**src/rtl/timer_load_ctrl_if.sv**
```systemverilog
// Keypad/counter-chain signal bundle for the microwave timer load controller.
// The master side is the keypad decoder plus counter chain; the slave side is the controller.
interface timer_load_ctrl_if;
    logic       key_valid;
    logic [3:0] key_code;
    logic       door_closed;
    logic       timer_zero;
    logic [3:0] min_ones;
    logic [3:0] sec_tens;
    logic [3:0] sec_ones;
    logic       loadn;
    logic       count_en;
    logic       running;
    logic       done;
    logic       entry_err;

    modport master (
        output key_valid, key_code, door_closed, timer_zero,
        input  min_ones, sec_tens, sec_ones, loadn, count_en, running, done, entry_err
    );

    modport slave (
        input  key_valid, key_code, door_closed, timer_zero,
        output min_ones, sec_tens, sec_ones, loadn, count_en, running, done, entry_err
    );
endinterface

```
**src/rtl/timer_load_ctrl.sv**
```systemverilog
// Microwave timer load controller: gathers M:SS digits from the keypad, loads the BCD
// down-counter chain, and paces it with a 1 Hz enable through RUN/PAUSE/DONE sequencing.
module timer_load_ctrl #(
    parameter int TICK_DIV = 100
) (
    input  logic             clock,
    input  logic             clear,
    timer_load_ctrl_if.slave bus
);

    localparam int PW = (TICK_DIV > 2) ? $clog2(TICK_DIV) : 1;
    localparam logic [PW-1:0] PRESC_LAST = PW'(TICK_DIV - 1);

    localparam logic [3:0] KEY_CLR   = 4'hA;
    localparam logic [3:0] KEY_START = 4'hB;
    localparam logic [3:0] KEY_STOP  = 4'hC;

    typedef enum logic [2:0] {
        S_IDLE,
        S_LOAD,
        S_RUN,
        S_PAUSE,
        S_DONE
    } state_t;

    state_t          state_q, state_d;
    logic [3:0]      min_q, min_d;
    logic [3:0]      tens_q, tens_d;
    logic [3:0]      ones_q, ones_d;
    logic [PW-1:0]   presc_q, presc_d;
    logic            err_q, err_d;

    function automatic logic is_digit(input logic [3:0] k);
        return (k <= 4'd9);
    endfunction

    function automatic logic [PW-1:0] presc_next(input logic [PW-1:0] p);
        return (p == PRESC_LAST) ? '0 : p + 1'b1;
    endfunction

    logic key_act;
    logic digits_zero;
    logic tick;

    assign key_act     = bus.key_valid;
    assign digits_zero = (min_q == 4'd0) && (tens_q == 4'd0) && (ones_q == 4'd0);
    assign tick        = (presc_q == PRESC_LAST);

    always_comb begin
        state_d = state_q;
        min_d   = min_q;
        tens_d  = tens_q;
        ones_d  = ones_q;
        presc_d = presc_q;
        err_d   = err_q;

        // Any accepted key clears a previous error; a rejection below re-asserts it.
        if (key_act) begin
            err_d = 1'b0;
        end

        case (state_q)
            S_IDLE: begin
                if (key_act) begin
                    if (is_digit(bus.key_code)) begin
                        if (ones_q > 4'd5) begin
                            err_d = 1'b1;
                        end else begin
                            min_d  = tens_q;
                            tens_d = ones_q;
                            ones_d = bus.key_code;
                        end
                    end else if (bus.key_code == KEY_CLR || bus.key_code == KEY_STOP) begin
                        min_d  = 4'd0;
                        tens_d = 4'd0;
                        ones_d = 4'd0;
                    end else if (bus.key_code == KEY_START) begin
                        if (digits_zero || !bus.door_closed) begin
                            err_d = 1'b1;
                        end else begin
                            state_d = S_LOAD;
                        end
                    end
                end
            end

            S_LOAD: begin
                presc_d = '0;
                state_d = S_RUN;
            end

            S_RUN: begin
                // Counter reaching zero wins over any tick, key or door event.
                if (bus.timer_zero) begin
                    state_d = S_DONE;
                end else if ((key_act && bus.key_code == KEY_STOP) || !bus.door_closed) begin
                    state_d = S_PAUSE;
                end else begin
                    presc_d = presc_next(presc_q);
                end
            end

            S_PAUSE: begin
                if (key_act) begin
                    if (bus.key_code == KEY_START) begin
                        if (bus.door_closed) begin
                            state_d = S_RUN;
                        end else begin
                            err_d = 1'b1;
                        end
                    end else if (bus.key_code == KEY_STOP || bus.key_code == KEY_CLR) begin
                        state_d = S_IDLE;
                        min_d   = 4'd0;
                        tens_d  = 4'd0;
                        ones_d  = 4'd0;
                    end
                end
            end

            S_DONE: begin
                if (key_act) begin
                    state_d = S_IDLE;
                    if (is_digit(bus.key_code)) begin
                        min_d  = 4'd0;
                        tens_d = 4'd0;
                        ones_d = bus.key_code;
                    end
                end
            end

            default: begin
                state_d = S_IDLE;
            end
        endcase
    end

    always_ff @(posedge clock) begin
        if (clear) begin
            state_q <= S_IDLE;
            min_q   <= 4'd0;
            tens_q  <= 4'd0;
            ones_q  <= 4'd0;
            presc_q <= '0;
            err_q   <= 1'b0;
        end else begin
            state_q <= state_d;
            min_q   <= min_d;
            tens_q  <= tens_d;
            ones_q  <= ones_d;
            presc_q <= presc_d;
            err_q   <= err_d;
        end
    end

    // Load pulse doubles as an enable because the counters only load while enabled.
    assign bus.loadn     = (state_q != S_LOAD);
    assign bus.count_en  = (state_q == S_LOAD) ||
                           ((state_q == S_RUN) && tick && !bus.timer_zero);
    assign bus.running   = (state_q == S_RUN);
    assign bus.done      = (state_q == S_DONE);
    assign bus.entry_err = err_q;
    assign bus.min_ones  = min_q;
    assign bus.sec_tens  = tens_q;
    assign bus.sec_ones  = ones_q;

endmodule

```
**src/flat_wrapper.sv**
```systemverilog
// flat-port wrapper written by rule: the top's interface ports become plain ports
module timer_load_ctrl_flat 
#(
    parameter int TICK_DIV = 100
)
  (clock, clear, bus_key_valid, bus_key_code, bus_door_closed, bus_timer_zero, bus_min_ones, bus_sec_tens, bus_sec_ones, bus_loadn, bus_count_en, bus_running, bus_done, bus_entry_err);
  timer_load_ctrl_if bus_i ();
  input  logic clock;
  input  logic clear;
  input wire logic [$bits(bus_i.key_valid)-1:0] bus_key_valid;
  input wire logic [$bits(bus_i.key_code)-1:0] bus_key_code;
  input wire logic [$bits(bus_i.door_closed)-1:0] bus_door_closed;
  input wire logic [$bits(bus_i.timer_zero)-1:0] bus_timer_zero;
  output wire logic [$bits(bus_i.min_ones)-1:0] bus_min_ones;
  output wire logic [$bits(bus_i.sec_tens)-1:0] bus_sec_tens;
  output wire logic [$bits(bus_i.sec_ones)-1:0] bus_sec_ones;
  output wire logic [$bits(bus_i.loadn)-1:0] bus_loadn;
  output wire logic [$bits(bus_i.count_en)-1:0] bus_count_en;
  output wire logic [$bits(bus_i.running)-1:0] bus_running;
  output wire logic [$bits(bus_i.done)-1:0] bus_done;
  output wire logic [$bits(bus_i.entry_err)-1:0] bus_entry_err;
  assign bus_i.key_valid = bus_key_valid;
  assign bus_i.key_code = bus_key_code;
  assign bus_i.door_closed = bus_door_closed;
  assign bus_i.timer_zero = bus_timer_zero;
  assign bus_min_ones = bus_i.min_ones;
  assign bus_sec_tens = bus_i.sec_tens;
  assign bus_sec_ones = bus_i.sec_ones;
  assign bus_loadn = bus_i.loadn;
  assign bus_count_en = bus_i.count_en;
  assign bus_running = bus_i.running;
  assign bus_done = bus_i.done;
  assign bus_entry_err = bus_i.entry_err;
  timer_load_ctrl #(.TICK_DIV(TICK_DIV)) u_core (.clock(clock), .clear(clear), .bus(bus_i));
endmodule
```
**config.mk**
```make
export PLATFORM = sky130hd
export DESIGN_NAME = timer_load_ctrl_flat
export DESIGN_NICKNAME = d
export VERILOG_FILES = /design/src/rtl/timer_load_ctrl_if.sv /design/src/rtl/timer_load_ctrl.sv /design/src/flat_wrapper.sv
export SDC_FILE = /design/constraint.sdc
export NUM_CORES = 1
export LEC_CHECK = 0
export CORE_ASPECT_RATIO = 0.7
export CORE_MARGIN = 2
export CORE_UTILIZATION = 30
export DETAILED_ROUTE_END_ITERATION = 16
export GPL_ROUTABILITY_DRIVEN = 0
export SYNTH_ARGS = -nofsm -noshare
export SYNTH_HDL_FRONTEND = slang
export SYNTH_SLANG_ARGS = --single-unit
```
**constraint.sdc**
```tcl
create_clock -name clock -period 5.4 [get_ports clock]
set_clock_uncertainty 0.2 [all_clocks]
set_input_delay 1.35 -clock clock [delete_from_list [all_inputs] [get_ports clock]]
set_output_delay 1.35 -clock clock [all_outputs]
set_load 0.1 [all_outputs]
```
==> reports/qor.txt <==
status = finished clean
Initial Utilization = 30.9%
crit end category = output pin
Flop pwr share = 50.1%
Routed WL = 3020 um
Post-synth EDFFs = 0
crit path from = bus_timer_zero
Post-Syn Nets = 174
Vias/cell = 5.13
internal power = 0.000247 W
htree depth = 1
relative max-transition margin = 34.4%
TNS Setup = 0 ns
Num CTS Buffers = 3
final critical-path required period = 4.15 ns
hold_ws = 0.283 ns
post-synthesis sequential area ratio = 34.7%
largest net degree at the start of global routing = 23
Hold WC Path Type = reg2reg
fin nets = 197
GRT Residual Overflow = 0
initial antenna violation count = 0
Syn Area/Cell = 8.10 sq um
asr flop ratio synth = 0%
clk root buf = clkbuf_8
number of global-route vias before repair = 1042
PortBufs = 25
Comb pwr share = 19.6%
Reg clk slew, reported paths = 0.08 ns
Reg2Reg Launch Point = u_core.state_q[2]$_SDFFE_PP0P_
Clock power frac = 30.2%
post_cts resized = 0
share of cells above drive strength 1 = 6.99%
PnR worst setup slack = 1.25 ns
LEAKAGE = 0.559 nW
Die Area = 4990 sq um
worst vdd ir = 0.0873 mV
main flop type after synthesis = dfxtp_1
most common cell after layout, fill and taps aside = clkdlybuf4s50_1
DIE WIDTH = 83.5 um
Num Clock Sinks = 23
Final Hold Vio Count = 0
routed len/inst = 12.5 um
P per Cell Area = 215 nW/um^2
Post-CTS Setup Inserts = 0
Worst Tran Pin Value = 0.981 ns
most frequent cells in the layout = clkdlybuf4s50_1, dfxtp_1, o21ai_1
first-pass GRT wire length = 5120 um
Slew Limit Fails = 0
HP Start = u_core.presc_q[6]$_SDFFE_PP0P_
post-layout util = 38.3%
Clk Latency, worst-skew pair = 0.26 ns
Placement Rows = 20
Total Routing Usage GR = 12.6%
Layout area overhead = 23.9%
initial DRC count = 77
total number of vias = 1237
MaxCap Viol Count = 0
Cells after Synth = 164
Crit Path Max Fanout = 4
critical path class = in2out
Yosys warnings = 0
1st-pass router iterations = 4
crit path DAT = 2.60 ns
CTS tree = built
Filler cells = 438
Hold-fix buffers, CTS = 0
startpoint types = input pin
diodes inserted = 0
Mapped Area = 1330 sq um
Final ANT Viol Nets = 0
# DRC = 0
pre-CTS setup slack = 1.25 ns
Core Box Area = 4300 sq um
final worst-path cycle share = 76.8%
io pins = 26
# setup viols final = 0
NetSw = 0.000107 W
Clock Path Buffers = 2
RSZ-0062 raised after global routing = no
switching fraction of total power = 30.3%
Fmax = 241 MHz
Yosys cell types = 48
Synth Register Bits = 23
Die Y = 59.7 um
Worst EP required = 3.85 ns
Post-DP HPWL = 2230 um
-- critical path, cell delays in order --
cell	delay, ns
clkdlybuf4s50_1	0.41
and2b_1	0.28
nand3_1	0.10
a21oi_1	0.15
buf_4	0.31
-- cell families after synthesis --
family | count (synthesis) | share of synthesized area, %
buffers and inverters | 18 | 6.50
AND/OR/NAND/NOR | 72 | 31.8
XOR/XNOR | 1 | 0.659
multiplexers | 1 | 0.753
adder cells (fa/ha/maj) | 1 | 0.941
AO/OA/AOI/OAI | 48 | 24.7
flip-flops | 23 | 34.7
-- power groups by stage --
stage	Combinational, W	Clock (W)	Sequential (W)
floorplan	0.0000290	0	0.000202
global placement	0.0000698	0	0.000181
detailed placement	0.0000695	0	0.000181
CTS	0.0000697	0.000112	0.000177
global route	0.0000746	0.000120	0.000178
finish	0.0000695	0.000107	0.000177
-- registers in the layout, summed over array words and instances (netlist names) --
| signal | flops |
|---|---|
| u_core.bus.sec_ones | 4 |
| u_core.bus.min_ones | 4 |
| u_core.presc_q | 7 |
| u_core.bus.entry_err | 1 |
| u_core.bus.sec_tens | 4 |
| u_core.state_q | 3 |
-- cell usage after synthesis (all sizes together), types with 2 or more instances --
library cell / count / area, sq um
clkbuf: 2 / 7.51
a31oi: 2 / 12.5
a21o: 4 / 30.0
and3: 2 / 17.5
nand2b: 10 / 62.6
or4: 2 / 15.0
nor2: 9 / 41.3
o21ai: 16 / 80.1
or3: 5 / 31.3
nand2: 14 / 52.6
nor3: 5 / 30.0
inv: 11 / 41.3
a21oi: 10 / 50.1
nor3b: 2 / 15.0
buf: 5 / 37.5
o32ai: 4 / 50.1
o41ai: 2 / 17.5
o221ai: 2 / 17.5
dfxtp: 23 / 460
and2: 2 / 12.5
nand3: 6 / 35.0
nor4: 3 / 18.8
nor2b: 5 / 31.3
-- through the flow --
stage	instances	power [W]	instance area (sq um)
2_1_floorplan	164	0.000231	1330
3_3_place_gp	237	0.000251	1600
3_5_place_dp	237	0.000251	1600
4_1_cts	241	0.000359	1650
5_1_grt	241	0.000373	1650
6_report	241	0.000354	1650
-- cell type report --
cell class                 instances  area, sq um  area share, %
clock buffer                       3         41.3           2.51
clock inverter                     1         5.00          0.304
inverter                          11         41.3           2.51
multi-input combinational        123          782           47.5
sequential                        23          460           28.0
tap                               55         68.8           4.18
timing repair buffer              25          248           15.0
-- path summary, 6_finish.rpt --
kind,endpoint,slack (ns),cells after the start
setup / recovery,bus_count_en,1.25,5
hold / removal,u_core.presc_q[6]$_SDFFE_PP0P_,0.28,2
setup reg to reg,u_core.bus.sec_tens[1]$_SDFFE_PP0P_,3.02,5
hold reg to reg,u_core.presc_q[6]$_SDFFE_PP0P_,0.28,2
-- layer usage --
| metal | up-vias | share of wire [%] | GRT usage, % |
|---|---|---|---|
| li1 | 645 | - | - |
| met1 | 568 | 53 | 18.1 |
| met2 | 22 | 42 | 19.4 |
| met3 | 2 | 3.5 | 3.04 |
| met4 | 0 | 0.80 | 3.00 |
| met5 | - | 0 | 0 |
Note: power is estimated with default switching activity, not from simulation.
